--- config.mk ---
export PLATFORM = sky130hd
export DESIGN_NAME = branch_resolve_unit
export DESIGN_NICKNAME = d
export VERILOG_FILES = /design/src/rtl/branch_resolve_unit.sv
export SDC_FILE = /design/constraint.sdc
export NUM_CORES = 1
export LEC_CHECK = 0
export CAP_MARGIN = 40
export CORE_UTILIZATION = 50
export CTS_CLUSTER_SIZE = 24
export DETAILED_ROUTE_END_ITERATION = 7
export GPL_ROUTABILITY_DRIVEN = 0
export PLACE_DENSITY = 0.79
export SLEW_MARGIN = 20
export SYNTH_ARGS = -nofsm -noshare
export SYNTH_HDL_FRONTEND = slang
export SYNTH_SLANG_ARGS = --single-unit
--- constraint.sdc ---
create_clock -name clk -period 7.61 [get_ports clk]
set_input_delay 0.761 -clock clk [delete_from_list [all_inputs] [get_ports clk]]
set_output_delay 0.761 -clock clk [all_outputs]
set_load 0.005 [all_outputs]
--- src/rtl/branch_resolve_unit.sv ---
// Branch resolve unit: EX-stage condition evaluation, registered redirect/mispredict, 2-bit BHT predictor.
// Optional performance counters are enabled by defining BRU_PERF_CNT_EN.
module branch_resolve_unit #(
  parameter int         XLEN        = 32,
  parameter int         BHT_ENTRIES = 64,
  parameter logic [1:0] CNT_INIT    = 2'b01
) (
  input  logic            clk,
  input  logic            rst_n,
  input  logic [XLEN-1:0] fetch_pc,
  output logic            pred_taken,
  input  logic            ex_valid,
  input  logic            ex_is_branch,
  input  logic            flush,
  input  logic [XLEN-1:0] ex_pc,
  input  logic [XLEN-1:0] ex_target,
  input  logic [XLEN-1:0] rs1,
  input  logic [XLEN-1:0] rs2,
  input  logic [2:0]      funct3,
  input  logic            ex_pred_taken,
  output logic            take_branch,
  output logic            mispredict,
  output logic [XLEN-1:0] redirect_pc,
  output logic            illegal_branch
`ifdef BRU_PERF_CNT_EN
  ,
  output logic [31:0]     br_count,
  output logic [31:0]     mispred_count
`endif
);

  localparam int IDX_W = $clog2(BHT_ENTRIES);

  function automatic logic [1:0] sat_upd(input logic [1:0] c, input logic taken);
    if (taken) return (c == 2'b11) ? c : c + 2'b01;
    else       return (c == 2'b00) ? c : c - 2'b01;
  endfunction

  logic [1:0]            bht_q [BHT_ENTRIES];
  logic [IDX_W-1:0]      fetch_idx, ex_idx;
  logic signed [XLEN-1:0] rs1_s, rs2_s;
  logic                  resolve, outcome, illegal;
  logic                  take_d, take_q, mis_d, mis_q, ill_d, ill_q;
  logic [XLEN-1:0]       redir_d, redir_q;
  logic                  unused_pc_bits;

  assign fetch_idx      = fetch_pc[IDX_W+1:2];
  assign ex_idx         = ex_pc[IDX_W+1:2];
  assign unused_pc_bits = ^{fetch_pc[XLEN-1:IDX_W+2], fetch_pc[1:0], ex_pc[1:0]};
  // Read is the registered table contents, so a same-cycle update is not visible.
  assign pred_taken     = bht_q[fetch_idx][1];

  assign rs1_s   = rs1;
  assign rs2_s   = rs2;
  assign resolve = ex_valid & ex_is_branch & ~flush;

  always_comb begin
    outcome = 1'b0;
    illegal = 1'b0;
    case (funct3)
      3'b000:  outcome = (rs1 == rs2);
      3'b001:  outcome = (rs1 != rs2);
      3'b100:  outcome = (rs1_s < rs2_s);
      3'b101:  outcome = (rs1_s >= rs2_s);
      3'b110:  outcome = (rs1 < rs2);
      3'b111:  outcome = (rs1 >= rs2);
      default: illegal = 1'b1;
    endcase
  end

  always_comb begin
    take_d  = 1'b0;
    mis_d   = 1'b0;
    ill_d   = 1'b0;
    redir_d = redir_q;
    if (resolve) begin
      take_d  = outcome;
      mis_d   = (outcome != ex_pred_taken) | (illegal & ex_pred_taken);
      ill_d   = illegal;
      redir_d = outcome ? ex_target : ex_pc + XLEN'(4);
    end
  end

  always_ff @(posedge clk or negedge rst_n) begin
    if (!rst_n) begin
      take_q  <= 1'b0;
      mis_q   <= 1'b0;
      ill_q   <= 1'b0;
      redir_q <= '0;
      for (int i = 0; i < BHT_ENTRIES; i++) bht_q[i] <= CNT_INIT;
    end else begin
      take_q  <= take_d;
      mis_q   <= mis_d;
      ill_q   <= ill_d;
      redir_q <= redir_d;
      if (resolve && !illegal) bht_q[ex_idx] <= sat_upd(bht_q[ex_idx], outcome);
    end
  end

  assign take_branch    = take_q;
  assign mispredict     = mis_q;
  assign illegal_branch = ill_q;
  assign redirect_pc    = redir_q;

`ifdef BRU_PERF_CNT_EN
  logic [31:0] br_cnt_q, mis_cnt_q;

  always_ff @(posedge clk or negedge rst_n) begin
    if (!rst_n) begin
      br_cnt_q  <= '0;
      mis_cnt_q <= '0;
    end else begin
      if (resolve && !illegal && br_cnt_q != 32'hFFFF_FFFF) br_cnt_q <= br_cnt_q + 32'd1;
      if (mis_d && mis_cnt_q != 32'hFFFF_FFFF) mis_cnt_q <= mis_cnt_q + 32'd1;
    end
  end

  assign br_count      = br_cnt_q;
  assign mispred_count = mis_cnt_q;
`endif

endmodule

==> results of run 1 <==
-- worst paths after layout --
kind,startpoint,to,depth (start not counted)
worst min register to register,bht_q[124]$_DFFE_PN1P_,bht_q[124]$_DFFE_PN1P_,2
max in group asynchronous,rst_n,bht_q[64]$_DFFE_PN1P_,3
worst max register to register,bht_q[53]$_DFFE_PN0P_,bht_q[57]$_DFFE_PN0P_,8
worst min-delay path,rst_n,bht_q[53]$_DFFE_PN0P_,1
min in group clk,bht_q[124]$_DFFE_PN1P_,bht_q[124]$_DFFE_PN1P_,2
worst max-delay path,fetch_pc[2],pred_taken,6
-- flip-flops by register name, indices dropped and copies added, names as in the netlist --
signal / count
illegal_branch: 1
redirect_pc: 32
mispredict: 1
bht_q: 128
take_branch: 1
-- critical path: stages --
cell	delay, ps
clkdlybuf4s50_1	450
buf_4	320
mux4_2	600
mux4_2	500
mux4_2	480
clkdlybuf4s50_1	470
-- power by group through the flow --
stage	logic, mW	registers [mW]	clock network [mW]
6_report	0.530	1.00	1.01
5_1_grt	0.579	1.01	1.05
4_1_cts	0.528	1.00	1.02
3_5_place_dp	0.525	1.01	0
3_3_place_gp	0.503	1.01	0
2_1_floorplan	0.291	1.01	0
-- cell families after synthesis --
logic type,count (synthesis),synth area share [%]
AO/OA/AOI/OAI,309,19.8
XOR/XNOR,27,2.33
adder cells (fa/ha/maj),35,4.32
buffers and inverters,115,5.84
flip-flops,163,41.0
multiplexers,64,10.3
AND/OR/NAND/NOR,394,16.4
-- stage by stage --
stage               utilization, %  setup slack, ps  instance area (um2)
floorplan                        -             3680                10100
global placement              61.0             2730                12000
detailed placement            61.5             2960                12100
CTS                           65.0             3160                12800
global route                  65.1             3160                12800
finish                        65.1             3270                12800
-- synth_stat cells, drive strengths merged (3+ instances only) --
master	number
a211oi	6
a21o	5
a21oi	86
a221o	4
a221oi	5
a22o	3
a22oi	4
a31oi	41
and2	3
buf	31
clkbuf	42
dfrtp	99
dfstp	64
ha	33
inv	42
mux2	8
mux2i	25
mux4	31
nand2	197
nand2b	3
nand3	29
nand4	13
nor2	113
nor2b	7
nor3	11
nor4	5
o211a	5
o211ai	4
o21ai	129
or3	3
or4	3
xnor2	18
xor2	9
-- routing by layer --
| metal | track usage (%) | up-vias |
|---|---|---|
| met5 | 0 | - |
| met1 | 35.5 | 4441 |
| li1 | - | 4256 |
| met3 | 8.05 | 58 |
| met2 | 49.7 | 433 |
| met4 | 12.4 | 2 |
-- area by class of cell --
cell class / count / area, um2 / area share, %
flip-flops and latches: 163 / 4160 / 32.5
clock buffers: 20 / 457 / 3.57
diodes: 3 / 7.51 / 0.0587
inverters: 42 / 158 / 1.23
well taps: 265 / 332 / 2.59
repair buffers: 205 / 2020 / 15.8
multi-input cells: 829 / 5430 / 42.4
clock inverters: 12 / 231 / 1.81
==> flow_metrics.env, run 1 <==
export IMPL_ctsHoldBuffers=0
export IMPL_rsz0062_at_grt="no"
export IMPL_firstDrtPassIters=5
export IMPL_nets=1460
export IMPL_die_w_um=144
export IMPL_io_buffer_count=178
export IMPL_syn_area_um2=10100
export IMPL_crit_fanout=16
export IMPL_seq_area_frac_synth_pct=41.0
export IMPL_start_util_pct=51.6
export IMPL_synthArstFlopShare_pct=100
export IMPL_slew_headroom_pct=39.1
export IMPL_cts_resized=0
export IMPL_final_common_cell="nand2_1"
export IMPL_max_slew_worst_pin_slew_ps=907
export IMPL_max_freq_ghz=0.230
export IMPL_synth_fp_nets=1309
export IMPL_wire_per_inst_um=19.6
export IMPL_synth_area_per_cell_um2=9.17
export IMPL_cts_sinks=163
export IMPL_dieArea_um2=20900
export IMPL_place_hpwl_um=20600
export IMPL_status="completed"
export IMPL_grt_antenna_before_repair=4
export IMPL_clk_path_buf_depth=2
export IMPL_maxCapViolations=0
export IMPL_highest_layer="met5"
export IMPL_power_frac_seq_pct=39.5
export IMPL_die_y_um=144
export IMPL_internal_power_mw=1.87
export IMPL_root_buffer="clkbuf_16"
export IMPL_clk_pin_slew_ps=60
export IMPL_vias=9190
export IMPL_p_comb_share_pct=20.9
export IMPL_critPathArrivalTime_ps=3580
export IMPL_cts_htree_levels=4
export IMPL_ys_types=66
export IMPL_cts_setup_buffers=0
export IMPL_finalHoldWorstSlack_ps=365
export IMPL_postRouteAntennaNets=0
export IMPL_yosys_warnings=0
export IMPL_met3_length_um=3100
export IMPL_yosys_area_top_type="dfrtp_1"
export IMPL_switchingPower_uw=668
export IMPL_drc=0
export IMPL_cts_inserted_buffers=17
export IMPL_totalWireLength_um=30200
export IMPL_ys_dominant_reg_cell="dfrtp_1"
export IMPL_ys_top_cells_by_area="dfrtp_1 (24%), dfstp_2 (17%), nand2_1 (7.3%)"
export IMPL_grt_start_max_net_pins=82
export IMPL_critPathKind="in -> out"
export IMPL_m1WireLength_um=11600
export IMPL_p_per_area_nw_per_um2=198
export IMPL_synthCells=1107
export IMPL_drtIter0Drc=714
export IMPL_min_delay_path_class="in -> async"
export IMPL_switching_share_pct=26.3
export IMPL_nFillCells=1523
export IMPL_power_leakage_nw=5.18
export IMPL_tns_ps=0
export IMPL_synth_top_area_share_pct=24.4
export IMPL_ff2ff_setup_slack_ps=4510
export IMPL_wl_met2_um=14700
export IMPL_via_per_inst=5.97
export IMPL_cts_tree="yes"
export IMPL_synth_edf_count=0
export IMPL_num_rows=51
export IMPL_ir_worst_vdd_mv=0.219
export IMPL_power_mw=2.54
export IMPL_dp_cells=1503
export IMPL_design_portCount=205
export IMPL_grt_pass1_wl_um=46700
export IMPL_final_layout_size_suffix_gt1_share_pct=18.4
export IMPL_pwr_share_clk_pct=39.7
export IMPL_fin_crit_ps=4340
export IMPL_syn_to_final_growth_pct=26.1
export IMPL_clk_latency_ps=440
export IMPL_setup_viol=0
export IMPL_min_period_over_period_pct=57.0
export IMPL_cp_end_kind="output pin"
export IMPL_hold_viol=0
export IMPL_crit_required_ps=6850
export IMPL_core_area_um2=19700
export IMPL_skew_ps=5.69
export IMPL_ys_ff_latch=163
export IMPL_track_usage_pct=29.5
export IMPL_overflow=0
export IMPL_final_cell_count_no_fill=1539
export IMPL_grt_pass1_vias=8893
export IMPL_slew_viol_final=0
export IMPL_final_cell_mix="nand2_1 (197), clkdlybuf4s50_1 (175), nor2_1 (112), dfrtp_1 (99), a21oi_1 (86)"
export IMPL_cp_start_kind="input port"
(Power assumes the default switching activity.)
==> run 2: changes to the inputs <==
==> constraint.sdc (replaced) <==
create_clock -name clk -period 4.1 [get_ports clk]
set_input_delay 0.41 -clock clk [delete_from_list [all_inputs] [get_ports clk]]
set_output_delay 0.41 -clock clk [all_outputs]
set_load 0.005 [all_outputs]
==> run 2 against run 1 <==
Net effect:
- first-iteration DRC count decreased by 0.42%
- global-route usage barely moved
- combinational power is 89% higher
- critical path depth unchanged
- clock skew is 3.4 ps higher
- clock-buffer cell count shrank 1
- sequential share of layout area down 0.063 points
- final area is 0.20% higher
- core utilization up 0.13 points
- non-clock buffer count is 17 higher
- routed wire length rose by 0.23%
- hold slack better by 73 ps
- critical path type unchanged
- largest cell class unchanged
==> flow_metrics.env, run 2 (synthesized netlist as in run 1, its figures left out) <==
export IMPL_min_period_over_period_pct=88.8
export IMPL_maxCapViolations=0
export IMPL_power_leakage_nw=5.21
export IMPL_gr_usage_met2_pct=50.6
export IMPL_skew_ps=9.05
export IMPL_placed_cell_area_um2=12200
export IMPL_busiest_layer="met2"
export IMPL_grt_start_max_net_pins=81
export IMPL_crit_fanout=16
export IMPL_grt_antenna_before_repair=3
export IMPL_clk_pin_slew_ps=60
export IMPL_rsz0062_at_grt="no"
export IMPL_ir_worst_vdd_mv=0.326
export IMPL_p_comb_share_pct=22.8
export IMPL_switchingPower_mw=1.26
export IMPL_slew_headroom_pct=41.5
export IMPL_fin_ws_ps=460
export IMPL_cts_sinks=163
export IMPL_overflow=0
export IMPL_power_frac_seq_pct=42.3
export IMPL_design_portCount=205
export IMPL_wire_per_inst_um=19.5
export IMPL_pwr_share_clk_pct=34.9
export IMPL_cts_setup_buffers=0
export IMPL_fin_util_pct=65.2
export IMPL_cp_end_kind="output pin"
export IMPL_core_area_um2=19700
export IMPL_vias=9267
export IMPL_slew_viol_final=0
export IMPL_largest_register="bht_q"
export IMPL_min_delay_path_class="in -> async"
export IMPL_dp_cells=1520
export IMPL_fin_crit_ps=3640
export IMPL_switching_share_pct=28.8
export IMPL_final_cell_mix="nand2_1 (197), clkdlybuf4s50_1 (175), nor2_1 (112), dfrtp_1 (99), a21oi_1 (86)"
export IMPL_cts_inserted_buffers=17
export IMPL_cts_tree="yes"
export IMPL_drc=0
export IMPL_final_cell_count_no_fill=1555
export IMPL_power_mw=4.38
export IMPL_finalInstanceArea_um2=12800
export IMPL_die_y_um=144
export IMPL_dieArea_um2=20900
export IMPL_syn_to_final_growth_pct=26.3
export IMPL_finalHoldWorstSlack_ps=438
export IMPL_postRouteAntennaNets=0
export IMPL_root_buffer="clkbuf_16"
export IMPL_cp_start_kind="input port"
export IMPL_cts_resized=0
export IMPL_die_w_um=144
export IMPL_critPathArrivalTime_ps=3230
export IMPL_hold_viol=0
export IMPL_largest_register_ffs=128
export IMPL_io_buffer_count=178
export IMPL_met1_usage_pct=36.0
export IMPL_crit_required_ps=3690
export IMPL_internal_power_mw=3.12
export IMPL_grt_pass1_wl_um=46700
export IMPL_start_util_pct=51.6
export IMPL_status="completed"
export IMPL_critPathKind="in -> out"
export IMPL_grt_pass1_vias=8904
export IMPL_max_freq_ghz=0.275
export IMPL_via_per_inst=5.96
export IMPL_nets=1477
export IMPL_num_rows=51
export IMPL_clk_latency_ps=430
export IMPL_totalWireLength_um=30300
export IMPL_place_ws_ps=414
export IMPL_clk_path_buf_depth=2
export IMPL_use_met3_pct=7.12
export IMPL_track_usage_pct=29.5
export IMPL_place_hpwl_um=21300
export IMPL_final_common_cell="nand2_1"
export IMPL_tns_ps=0
export IMPL_final_layout_size_suffix_gt1_share_pct=19.6
export IMPL_setup_viol=0
export IMPL_drtIter0Drc=711
export IMPL_max_slew_worst_pin_slew_ps=871
export IMPL_p_per_area_nw_per_um2=342
export IMPL_cts_htree_levels=4
export IMPL_firstDrtPassIters=5
## run 2: cell count changes in the layout (fill, tap and decap cells not counted), sizes merged
cell / before / now
clkinv: 5 / 8
clkinvlp: 0 / 3
clkbuf: 20 / 19
diode: 3 / 2
inv: 42 / 43
buf: 30 / 46
bufinv: 7 / 1
dlygate4sd3: 0 / 1
## run 2: power groups by stage
| stage | registers (mW) | clock network [mW] | logic (mW) |
|---|---|---|---|
| floorplan | 1.87 | 0 | 0.541 |
| global placement | 1.87 | 0 | 0.969 |
| detailed placement | 1.88 | 0 | 0.995 |
| CTS | 1.86 | 1.54 | 1.00 |
| global route | 1.87 | 1.61 | 1.09 |
| finish | 1.86 | 1.53 | 1.00 |
## run 2: path summary, 6_finish.rpt
kind                                            start                     end  slack, ps  cells past startpoint
worst max-delay path                      fetch_pc[2]              pred_taken        460                      6
worst min-delay path                            rst_n   bht_q[53]$_DFFE_PN0P_        440                      2
worst max register to register  bht_q[37]$_DFFE_PN0P_  bht_q[125]$_DFFE_PN0P_       1220                      8
worst min register to register  bht_q[36]$_DFFE_PN1P_   bht_q[36]$_DFFE_PN1P_        470                      2
max in group asynchronous                       rst_n   bht_q[64]$_DFFE_PN1P_       2910                      3
min in group clk                bht_q[36]$_DFFE_PN1P_   bht_q[36]$_DFFE_PN1P_        470                      2
## run 2: per-layer routing
metal | vias to the layer above | routed length [um]
li1 | 4290 | -
met1 | 4474 | 11800
met2 | 440 | 14800
met3 | 61 | 2950
met4 | 2 | 697
met5 | - | 9
## run 2: final cells by class
type | count | area [um2]
antenna | 2 | 5.00
clock buffer | 19 | 453
clock inverter | 13 | 110
fill | 1608 | 6840
inverter | 42 | 158
multi-input combinational | 829 | 5430
sequential | 163 | 4160
tap | 265 | 332
timing repair buffer | 222 | 2170
## run 2: critical path, stage by stage
cell	delay, ps
clkdlybuf4s50_1	450
buf_4	320
mux4_2	600
mux4_2	510
mux4_2	460
clkdlybuf4s50_1	470
## run 2: timing repair
action	in CTS	in global routing
hold endpoints to repair	28	0
hold buffers	1	0
setup endpoints to repair	0	0
